===== src/rtl/axis_crc_checker_pkg.sv =====
// crc_pkg: shared constants, FSM state type and the single-byte CRC step
// used by the AXI-Stream CRC checker.
//   CRC32_*        default CRC-32 (Ethernet FCS) parameters
//   crc_state_e    frame tracking state
//   crc_byte_update one byte of CRC update for a CRC of up to 32 bits
package crc_pkg;

    localparam logic [31:0] CRC32_POLY    = 32'h04C11DB7;
    localparam logic [31:0] CRC32_INIT    = 32'hFFFFFFFF;
    localparam logic [31:0] CRC32_RESIDUE = 32'hDEBB20E3;

    typedef enum logic [0:0] {
        IDLE = 1'b0,
        BODY = 1'b1
    } crc_state_e;

    // Advance a width-bit CRC register by one byte. The polynomial is given in
    // normal form; for reflect=1 it is mirrored and the register shifts right,
    // which matches LSB-first transmission (register held in reflected order).
    function automatic logic [31:0] crc_byte_update(
        input logic [31:0] crc,
        input logic [7:0]  data,
        input logic [31:0] poly,
        input logic        reflect,
        input int          width = 32
    );
        logic [31:0] c;
        logic [31:0] p;
        logic [31:0] t;
        logic [31:0] mask;
        mask = (width >= 32) ? 32'hFFFF_FFFF : ((32'd1 << width) - 32'd1);
        c = crc & mask;
        p = '0;
        if (reflect) begin
            // Mirror the low width bits of poly: poly bit 0 lands in bit width-1.
            for (int i = 0; i < 32; i++) begin
                if (i < width) begin
                    t = poly >> i;
                    p = {p[30:0], t[0]};
                end
            end
            c = c ^ {24'd0, data};
            for (int b = 0; b < 8; b++) begin
                c = c[0] ? ((c >> 1) ^ p) : (c >> 1);
            end
        end else begin
            c = c ^ ({24'd0, data} << (width - 8));
            for (int b = 0; b < 8; b++) begin
                t = c >> (width - 1);
                c = t[0] ? (((c << 1) ^ poly) & mask) : ((c << 1) & mask);
            end
        end
        return c & mask;
    endfunction

endpackage


===== src/rtl/axis_crc_checker_byte_engine.sv =====
// crc_byte_engine: combinational CRC update over one stream beat.
//   crc_in   register value before the beat
//   data     beat data, byte 0 in [7:0] and first on the wire
//   keep     byte enables; a cleared byte leaves the CRC untouched
//   crc_out  register value after all kept bytes, processed 0..N-1
module crc_byte_engine
    import crc_pkg::*;
#(
    parameter int          DATA_WIDTH = 32,
    parameter int          CRC_WIDTH  = 32,
    parameter logic [31:0] POLY       = CRC32_POLY,
    parameter bit          REFLECT    = 1'b1
) (
    input  logic [CRC_WIDTH-1:0]    crc_in,
    input  logic [DATA_WIDTH-1:0]   data,
    input  logic [DATA_WIDTH/8-1:0] keep,
    output logic [CRC_WIDTH-1:0]    crc_out
);
    localparam int NB = DATA_WIDTH / 8;

    logic [CRC_WIDTH-1:0] chain [NB+1];

    assign chain[0] = crc_in;

    for (genvar i = 0; i < NB; i++) begin : g_byte
        assign chain[i+1] = keep[i]
            ? CRC_WIDTH'(crc_byte_update(32'(chain[i]), data[8*i +: 8], POLY, REFLECT, CRC_WIDTH))
            : chain[i];
    end

    assign crc_out = chain[NB];
endmodule


===== config.mk =====
export PLATFORM = sky130hd
export DESIGN_NAME = crc_byte_engine
export DESIGN_NICKNAME = d
export VERILOG_FILES = /design/src/rtl/axis_crc_checker_pkg.sv /design/src/rtl/axis_crc_checker_byte_engine.sv
export SDC_FILE = /design/constraint.sdc
export NUM_CORES = 1
export LEC_CHECK = 0
export ABC_AREA = 1
export BUFFER_PORTS_ARGS = -buffer_cell sky130_fd_sc_hd__buf_2
export CORE_MARGIN = 2
export CORE_UTILIZATION = 50
export DETAILED_ROUTE_END_ITERATION = 16
export PLACE_DENSITY = 0.71
export SLEW_MARGIN = 20
export SYNTH_ARGS = -nofsm -noshare
export SYNTH_HDL_FRONTEND = slang
export SYNTH_SLANG_ARGS = --single-unit

===== constraint.sdc =====
create_clock -name vclk -period 11.1
set_clock_uncertainty 0.1 [all_clocks]
set_input_delay 2.775 -clock vclk [all_inputs]
set_output_delay 2.775 -clock vclk [all_outputs]
set_load 0.02 [all_outputs]

==> flow_summary.toml <==
[place]
numPortBuffers = 100
preCtsSetupSlack_ps = 1756
postPlaceCellArea_mm2 = 0.007700
hpwl_mm = 24.79
place.gp.congestion = 1.031

[run_status]
status = "completed"

[sta]
hold_viol = 0
setup_ws_ps = 1550
worst_pin_slew_ps = 872.9
max_freq_ghz = 0.1047
maxSlewViolCount = 0
rsz0062_at_grt = "false"
min_period_ps = 9550
setup_viol = 0
min_period_over_period_pct = 86.03
fin_setup_tns_ps = 0
maxSlewHeadroom_pct = 41.45

[logic_synthesis]
synth_cell_type_count = 39
yosysSeqAreaShare_pct = 0
synthesis.area_mm2 = 0.007123
synthMuxAreaShare_pct = 0.1405
synth_compound_area_share_pct = 4.655
synthAdderAreaFrac_pct = 0
synth_xor_area_share_pct = 10.26
synth-simple-area-share_pct = 76.06
synth_cells = 1465
synth_top_family_by_area = "simple AND/OR/NAND/NOR gates"
syn_nets = 1533
yosysWarnings = 0
syn_area_per_cell_um2 = 4.862

[global_routing]
grt_max_degree = 56
globalRoute.totalOverflow = 0
antenna_found_initial = 0
grt_pass1_vias = 8316
grt_usage_pct = 37.98
grt_pass1_wl_mm = 44.62

[pwr]
ir_worst_vdd_uv = 74.74
powerDensity_mw_per_mm2 = 137.2
seqPwrFrac_pct = 0
pwr-share-clk_pct = 0
cellLeakagePower_nw = 4.645
intPower_uw = 322.7
power_mw = 1.057
p_sw_uw = 734.0
combPwrFrac_pct = 100.0
p_sw_share_pct = 69.46

[worst_setup_path]
crit_type = "in2out"
setup.worst_path.end_class = "output port"
cp_slowest_cell = "buf_4"
critPathMaxFanout = 55
crit_top_cell = "nand2_1"
worstSetupStartpointType = "primary input"
cp_data_required_time_ps = 8230
cp_slowest_stage_delay_ps = 470
crit_arrival_ps = 6670

[layout]
num_antenna_cells = 0
nFillCells = 1611
register_area_um2 = 0
final_cell_mix = "nand2_1, nand3_1, inv_1, buf_2, nand2_2"
final_common_cell = "nand2_1"
syn2layout_area_growth_pct = 8.098
clkbuf_count = 0
design_area_mm2 = 0.007700
final_nets = 1605
seq_cells = 0
final_util_pct = 55.47
drive_gt1_share_pct = 17.65

[min_path]
worstHoldPathType = "in2out"

[floorplanning]
die-area_mm2 = 0.01522
num_rows = 43
die_w_um = 123.4
num_io_pins = 100
core_area_mm2 = 0.01388
die_h_um = 123.4
initial_utilization_pct = 51.32

[job]
cap_violations = 0

[routing]
ant_nets = 0
drt_iter0_drc = 1111
drt_pass1_iterations = 8
vias_per_cell = 5.685
vias = 9750
drc = 0
routed_wl_mm = 29.23
wl_per_cell_um = 17.04

[clock_tree]
cts-resized-gates = 0
ctsHoldBuffers = 0
post-cts-setup-buffers = 0
per-stage QoR:
stage,hold WS (ps),instances
after detailed placement,6061,1715
after floorplan,5833,1465
final,6066,1715
after global placement,6057,1715
after global routing,6144,1715
after CTS,6064,1715
final timing paths:
kind                 endpoint     start  slack [ps]  cells after the start
hold / removal    crc_out[10]  data[26]        6070                      7
setup / recovery   crc_out[7]   keep[0]        1550                     25
power groups by stage:
stage | clock (mW) | sequential, mW | combinational (mW)
finish | 0 | 0 | 1.06
global route | 0 | 0 | 1.17
detailed placement | 0 | 0 | 1.03
CTS | 0 | 0 | 1.03
global placement | 0 | 0 | 1.03
floorplan | 0 | 0 | 0.756
synth_stat cells (2+ instances only):
library cell  number  area, µm²
or2_2              3      18.77
nand3b_1           2      15.01
xor2_1            56      490.5
nor2_1            26      97.59
nor2_4             2      22.52
o21ai_1           15      75.07
nand3_1          297       1486
xor2_2             3      48.80
o21ai_2            2      17.52
o21ai_0           18      90.09
buf_1              3      11.26
nand3_2           31      310.3
or2_1              8      50.05
a21oi_1            6      30.03
nand4_1            6      37.54
buf_2             11      55.05
nor2_2             3      18.77
nand2_2           87      544.3
nand2_1          689       2586
inv_2             14      52.55
nand2_4           17      191.4
buf_4              6      45.04
o221ai_1           2      17.52
inv_1            104      390.4
clkbuf_1          13      48.80
xnor2_1           20      175.2
o211ai_1           9      67.56
critical path, delay by kind of cell:
family	cells	cell delay (ps)
XOR/XNOR	1	320
buffers and inverters	4	830
AND/OR/NAND/NOR	20	2730
cell type report:
cell class	instances	area [µm²]	share of cell area [%]
Timing Repair Buffer	105	538.0	6.987
Multi-Input combinational cell	1311	6490	84.29
Inverter	119	446.7	5.801
Tap cell	180	225.2	2.925
cells by family after synthesis:
logic type,count (synthesis)
and+or+nand+nor,1174
buffers and inverters,154
xor gates and xnor gates,80
AOI/OAI and AO/OA,56
muxes,1
metal layers:
layer  track usage, %  vias up  wire length [µm]  part of all wire, %
met4            4.759        0               447                  1.5
met5                0        -                 0                    0
met2            57.31      502             12100                   41
met1            55.86     4377             13120                   45
li1                 -     4825                 -                    -
met3            8.856       46              3554                   12
Power figures use the tool's default switching activity.
